`config.mk`:
```
export PLATFORM = sky130hd
export DESIGN_NAME = wt_dcache_shct_ctrl
export DESIGN_NICKNAME = d
export VERILOG_FILES = /design/src/rtl/wt_dcache_shct_ctrl.sv
export SDC_FILE = /design/constraint.sdc
export NUM_CORES = 1
export LEC_CHECK = 0
export ABC_CLOCK_PERIOD_IN_PS = 2300
export BUFFER_PORTS_ARGS = -buffer_cell sky130_fd_sc_hd__buf_2
export CORE_UTILIZATION = 52
export DETAILED_ROUTE_END_ITERATION = 8
export PLACE_DENSITY = 0.82
export SETUP_SLACK_MARGIN = 0.4
export SKIP_LAST_GASP = 1
export SLEW_MARGIN = 20
export SYNTH_ARGS = -nofsm -noshare
export SYNTH_HDL_FRONTEND = slang
export SYNTH_SLANG_ARGS = --single-unit
```
`constraint.sdc`:
```
create_clock -name clk_i -period 2.3 [get_ports clk_i]
set_input_delay 0.23 -clock clk_i [delete_from_list [all_inputs] [get_ports clk_i]]
set_output_delay 0.23 -clock clk_i [all_outputs]
set_load 0.05 [all_outputs]
```
`src/rtl/wt_dcache_shct_ctrl.sv`:
```
// SHiP SHCT sequencer: one table op per cycle; lookups finish in 1 cycle, hit/miss ops as read-modify-write over 2-3 cycles.
// Ungranted requests wait, and grants stop during clear and mid-op. Define WT_DCACHE_SHCT_STATS_EN to add the stat_*_o counters.
module wt_dcache_shct_ctrl #(
  parameter int unsigned NumPorts = 3,
  parameter int unsigned SigWidth = 14,
  parameter int unsigned CntWidth = 2
) (
  input  logic                               clk_i,
  input  logic                               rst_ni,
  input  logic                               flush_i,
  output logic                               busy_o,
  input  logic                               pred_req_i,
  input  logic [SigWidth-1:0]                pred_sig_i,
  output logic                               pred_gnt_o,
  output logic                               pred_valid_o,
  output logic                               pred_result_o,
  input  logic [NumPorts-1:0]                hit_req_i,
  input  logic [NumPorts-1:0][SigWidth-1:0]  hit_sig_i,
  output logic [NumPorts-1:0]                hit_gnt_o,
  input  logic                               miss_req_i,
  input  logic [SigWidth-1:0]                miss_evict_sig_i,
  input  logic                               miss_evict_reused_i,
  input  logic [SigWidth-1:0]                miss_new_sig_i,
  output logic                               miss_gnt_o,
  output logic                               tbl_req_o,
  output logic                               tbl_we_o,
  output logic [SigWidth-1:0]                tbl_addr_o,
  output logic [CntWidth-1:0]                tbl_wdata_o,
`ifdef WT_DCACHE_SHCT_STATS_EN
  output logic [31:0]                        stat_hit_o,
  output logic [31:0]                        stat_dec_o,
  output logic [31:0]                        stat_sat_o,
`endif
  input  logic [CntWidth-1:0]                tbl_rdata_i
);

  localparam int unsigned PtrW = (NumPorts > 1) ? $clog2(NumPorts) : 1;
  localparam logic [CntWidth-1:0] CntMax = '1;

  typedef enum logic [2:0] {CLEAR, IDLE, HIT_WR, MISS_DEC, MISS_INIT} state_e;

  state_e              state_q, state_d;
  logic [SigWidth-1:0] clr_addr_q, clr_addr_d;
  logic [SigWidth-1:0] sig_q, sig_d;
  logic [SigWidth-1:0] new_sig_q, new_sig_d;
  logic [PtrW-1:0]     rr_ptr_q, rr_ptr_d;
  logic                pred_valid_q;
  logic                hit_any;
  logic [PtrW-1:0]     hit_idx, hit_nxt;
  logic [CntWidth-1:0] cnt_inc, cnt_dec;

  // Round-robin: ports at or above rr_ptr win over those below it.
  always_comb begin
    hit_any = 1'b0;
    hit_idx = '0;
    for (int p = NumPorts-1; p >= 0; p--) begin
      if (hit_req_i[p] && (PtrW'(p) < rr_ptr_q)) begin
        hit_any = 1'b1;
        hit_idx = PtrW'(p);
      end
    end
    for (int p = NumPorts-1; p >= 0; p--) begin
      if (hit_req_i[p] && (PtrW'(p) >= rr_ptr_q)) begin
        hit_any = 1'b1;
        hit_idx = PtrW'(p);
      end
    end
    hit_nxt = (hit_idx == PtrW'(NumPorts-1)) ? '0 : hit_idx + PtrW'(1);
  end

  assign cnt_inc = (tbl_rdata_i == CntMax) ? tbl_rdata_i : tbl_rdata_i + CntWidth'(1);
  assign cnt_dec = (tbl_rdata_i == '0)     ? tbl_rdata_i : tbl_rdata_i - CntWidth'(1);

  always_comb begin
    state_d     = state_q;
    clr_addr_d  = clr_addr_q;
    sig_d       = sig_q;
    new_sig_d   = new_sig_q;
    rr_ptr_d    = rr_ptr_q;
    busy_o      = 1'b0;
    pred_gnt_o  = 1'b0;
    hit_gnt_o   = '0;
    miss_gnt_o  = 1'b0;
    tbl_req_o   = 1'b0;
    tbl_we_o    = 1'b0;
    tbl_addr_o  = '0;
    tbl_wdata_o = '0;
    unique case (state_q)
      CLEAR: begin
        busy_o     = 1'b1;
        tbl_req_o  = 1'b1;
        tbl_we_o   = 1'b1;
        tbl_addr_o = clr_addr_q;
        clr_addr_d = clr_addr_q + SigWidth'(1);
        if (clr_addr_q == '1) state_d = IDLE;
      end
      IDLE: begin
        if (pred_req_i) begin
          pred_gnt_o = 1'b1;
          tbl_req_o  = 1'b1;
          tbl_addr_o = pred_sig_i;
        end else if (miss_req_i) begin
          miss_gnt_o = 1'b1;
          sig_d      = miss_evict_sig_i;
          new_sig_d  = miss_new_sig_i;
          if (!miss_evict_reused_i) begin
            tbl_req_o  = 1'b1;
            tbl_addr_o = miss_evict_sig_i;
            state_d    = MISS_DEC;
          end else begin
            state_d = MISS_INIT;
          end
        end else if (hit_any) begin
          hit_gnt_o  = NumPorts'(1) << hit_idx;
          sig_d      = hit_sig_i[hit_idx];
          rr_ptr_d   = hit_nxt;
          tbl_req_o  = 1'b1;
          tbl_addr_o = hit_sig_i[hit_idx];
          state_d    = HIT_WR;
        end
      end
      HIT_WR: begin
        tbl_req_o   = 1'b1;
        tbl_we_o    = 1'b1;
        tbl_addr_o  = sig_q;
        tbl_wdata_o = cnt_inc;
        state_d     = IDLE;
      end
      MISS_DEC: begin
        tbl_req_o   = 1'b1;
        tbl_we_o    = 1'b1;
        tbl_addr_o  = sig_q;
        tbl_wdata_o = cnt_dec;
        state_d     = MISS_INIT;
      end
      MISS_INIT: begin
        tbl_req_o   = 1'b1;
        tbl_we_o    = 1'b1;
        tbl_addr_o  = new_sig_q;
        state_d     = IDLE;
      end
      default: state_d = CLEAR;
    endcase
    // Flush kills whatever this cycle would have done, including grants.
    if (flush_i) begin
      state_d     = CLEAR;
      clr_addr_d  = '0;
      rr_ptr_d    = rr_ptr_q;
      pred_gnt_o  = 1'b0;
      hit_gnt_o   = '0;
      miss_gnt_o  = 1'b0;
      tbl_req_o   = 1'b0;
      tbl_we_o    = 1'b0;
      tbl_addr_o  = '0;
      tbl_wdata_o = '0;
    end
    if (!rst_ni) begin
      busy_o      = 1'b1;
      pred_gnt_o  = 1'b0;
      hit_gnt_o   = '0;
      miss_gnt_o  = 1'b0;
      tbl_req_o   = 1'b0;
      tbl_we_o    = 1'b0;
      tbl_addr_o  = '0;
      tbl_wdata_o = '0;
    end
  end

  always_ff @(posedge clk_i) begin
    if (!rst_ni) begin
      state_q      <= CLEAR;
      clr_addr_q   <= '0;
      sig_q        <= '0;
      new_sig_q    <= '0;
      rr_ptr_q     <= '0;
      pred_valid_q <= 1'b0;
    end else begin
      state_q      <= state_d;
      clr_addr_q   <= clr_addr_d;
      sig_q        <= sig_d;
      new_sig_q    <= new_sig_d;
      rr_ptr_q     <= rr_ptr_d;
      pred_valid_q <= pred_gnt_o;
    end
  end

  assign pred_valid_o  = pred_valid_q & rst_ni;
  assign pred_result_o = pred_valid_o & (tbl_rdata_i != '0);

`ifdef WT_DCACHE_SHCT_STATS_EN
  logic [31:0] stat_hit_q, stat_dec_q, stat_sat_q;
  logic        sat_wr;

  assign sat_wr = !flush_i && (((state_q == HIT_WR) && (tbl_rdata_i == CntMax)) ||
                               ((state_q == MISS_DEC) && (tbl_rdata_i == '0)));

  // Statistics survive flush; only reset clears them.
  always_ff @(posedge clk_i) begin
    if (!rst_ni) begin
      stat_hit_q <= '0;
      stat_dec_q <= '0;
      stat_sat_q <= '0;
    end else begin
      if (!flush_i && (state_q == HIT_WR))   stat_hit_q <= stat_hit_q + 32'd1;
      if (!flush_i && (state_q == MISS_DEC)) stat_dec_q <= stat_dec_q + 32'd1;
      if (sat_wr)                            stat_sat_q <= stat_sat_q + 32'd1;
    end
  end

  assign stat_hit_o = stat_hit_q;
  assign stat_dec_o = stat_dec_q;
  assign stat_sat_o = stat_sat_q;
`endif

endmodule
```
==> impl_results.md <==
* Final worst-path cycle share at 103%
* Post-synthesis cell area at 3720 um2
* Register area at 965 um2
* IO Pins at ~120
* Worst setup margin at -0.0680 ns
* Crit path time final at 2.37 ns
* Worst Hold Class: in2reg
* Global-route wire length before repair at roughly 22 mm
* Total iterations of the first detailed-routing run at 8
* Die area at 7490 um2
* CTS tree: done
* DRC at 0
* Clock tree sinks at 48
* GPL Wtd Cong at approximately 0.93
* Yosys reg bits at 48
* Multi-input combinational cell area at 3120 um2
* Die height at roughly 87 um
* Post-synth net total at 617
* Count of final hold-check violations at 0
* Synth warnings at 0
* CP peak stage delay at around 0.42 ns
* Clk_skew at approximately 0.014 ns
* Port Buf Inserts at between 100 and 150
* Total Power at ~1.8 mW
* Async SR Flop Fraction at 0%
* Failing checks: setup timing
* Worst slew pin tran at 0.766 ns
* Starting Density at around 54%
* Top delay family on crit path: compound AO/OA/AOI/OAI gates
* Layout cell share with drive strength beyond 1 at between 30% and 40%
* Largest net degree at the start of global routing at 34
* Max Cap Viol at 0
* Initial drt markers at between 600 and 700
* Nature of the critical path startpoint: register
* Number of nets with antenna violations after routing at 0
* ANT cells at 0
* Gr ovfl total at 0
* # hold bufs at CTS at 0
* Syn Area/Cell at approximately 7.1 um2
* Rows at 30
* Vias/cell at slightly below 7
* Clk Latency, worst-skew pair at ~0.31 ns
* CP required at approximately 2.1 ns
* Finish-stage setup viols at 8
* Number of CTS-inserted buffers at 5
* DP Worst Slack at -0.107 ns
* Worst-path maximum fanout at 12
* Slew Viols, Final at 0
* H-tree lvl count at 2
* Leak at 1.98 nW
* Clock Path Buffers at 2
* Total GRT Usage at 36.6%
* CTS clk-pin slew, worst paths at around 0.10 ns
* VDD IR-drop max at ~0.26 mV
* Layout filler cell count at 397
* Wire length per cell at roughly 21 um
* Layout Nets at between 700 and 800
* Initial antenna violation count at 0
* Buffers & Inverters on Critical Path at 2
* Worst Path Arrival at around 2.1 ns
* Unrepaired setup endpoints after global routing: yes
* Total number of vias at roughly 5,000
* Area growth, synth to finish at 51.2%
* Detail Placement HPWL at around 9.3 mm
* CTS Root Cell: clkbuf_8
* Critical path type: reg2out
* Yosys cell types at 50
* Vias in the first global route at ~4,500
* Most used DFF post-synth: dfxtp_1
* Post-synthesis sequential area ratio at between 20% and 30%
* Die width at slightly below 90 um
* Instance count of the mapped netlist at 521
* Max-slew headroom at between 40% and 50%
* Cell Pwr Density at between 300 and 400 nW/um2
* Number of enable flip-flop cells after synthesis at 0
* Core area at slightly below 7000 um2
* Slowest-stage cell, CP: or3b_4
* CP endpoint kind: primary output
* FMAX at 422 MHz
* Status: complete, but fails checks
* Final wirelength at 15.5 mm
* Cell Chain, Critical Path: or3b_4 > buf_12 > a2111oi_4 > o2111ai_2 > a31oi_4 > buf_6
metrics by stage:
stage / hold WS [ns] / cells / TNS, ns / area [um2] / util, %
floorplan: 0.349 / 521 / 0 / 4110 / -
global placement: 0.447 / 718 / -0.0612 / 4840 / 70.4
detailed placement: 0.458 / 718 / -0.107 / 4840 / 70.4
CTS: 0.157 / 729 / 0 / 5400 / 78.6
global route: 0.155 / 739 / -0.656 / 5620 / 81.9
finish: 0.158 / 739 / -0.239 / 5620 / 81.9
where the power goes:
group          internal (mW)  switching [mW]
registers              0.832         0.00267
logic                  0.144           0.271
clock network          0.245           0.302
worst min-delay path: cells and delay by family:
family | cells | cell delay [ns]
AOI/OAI and AO/OA | 1 | 0.05
and+or+nand+nor | 1 | 0.05
buffers and inverters | 1 | 0.09
cells in the mapped netlist, types with 13 or more instances:
cell        n  share of area, %
nand2_1    58               5.9
nor2_1     33               3.3
inv_1      48               4.8
clkbuf_1   38               3.8
o211ai_1   14               2.8
a21oi_1    42               5.7
o2111ai_1  28               6.6
a2111oi_0  15               3.5
mux2i_1    16               4.3
dfxtp_1    48                26
a211o_1    13               3.1
a41oi_1    15               3.5
nor3_1     17               2.3
a31oi_1    27               4.5
layout make-up:
cell class	instances	share of cell area, %
timing repair buffer	164	20.4
multi-input combinational	375	55.5
clock inverter	1	0.133
tap	96	2.14
sequential	48	17.2
inverter	48	3.20
clock buffer	7	1.54
repair_timing:
item | in CTS | in global routing
cloned | 0 | 2
endpoints found under the setup margin | 37 | 42
pin swaps | 20 | 14
setup buffers | 3 | 8
hold endpoints to repair | 0 | 0
resized for setup | 86 | 24
sequential cells by signal, indices dropped and copies added, names as in the netlist:
| signal | cells |
|---|---|
| clr_addr_q | 14 |
| new_sig_q | 14 |
| pred_valid_q | 1 |
| rr_ptr_q | 2 |
| sig_q | 14 |
| state_q | 3 |
kinds of logic (layout without fill, tap and decap cells):
kind of cell | after synthesis | count (layout) | share of synthesized area (%)
adders and majority gates | 2 | 2 | 0.606
and+or+nand+nor | 151 | 151 | 19.4
buffers and inverters | 98 | 220 | 10.5
xor gates and xnor gates | 7 | 7 | 1.65
DFF | 48 | 48 | 25.8
muxes | 16 | 16 | 4.31
AOI/OAI and AO/OA | 199 | 199 | 37.7
per-layer routing:
metal  wire length (um)  global-route usage, %  vias up  part of all wire [%]
li1                   -                      -     2189                     -
met1               5690                   46.0     2273                    37
met2               7230                   62.6      485                    47
met3               1880                   6.67       96                    12
met4                734                   13.5        0                   4.7
met5                  0                      0        -                     0
placed cells by master, fill, tap and decap left out, drive strengths merged, types with 2 or more instances in the layout:
cell type	instances
and2	2
a31oi	27
nor2b	6
nand2	58
nor4	5
or4	2
a211o	13
inv	48
or2	2
a2111oi	15
a21oi	42
mux2i	16
nor2	33
o31ai	4
o2111ai	28
a41oi	15
buf	160
or3	4
nand3	6
nor3	20
xnor2	4
nand2b	2
nor4b	2
xor2	3
and3	2
a31o	2
dfxtp	48
o211ai	14
clkbuf	11
o22ai	2
a21boi	15
o21ai	18
nand4	4
worst paths after layout:
path	to	from	cells after the start	slack, ns
setup / recovery	tbl_addr_o[10]	state_q[0]	6	-0.07
hold reg to reg	new_sig_q[6]	new_sig_q[6]	2	0.47
hold / removal	new_sig_q[11]	miss_new_sig_i[11]	3	0.16
setup reg to reg	clr_addr_q[13]	state_q[2]	5	0.15
No activity file was read; power rests on OpenSTA's default activity.
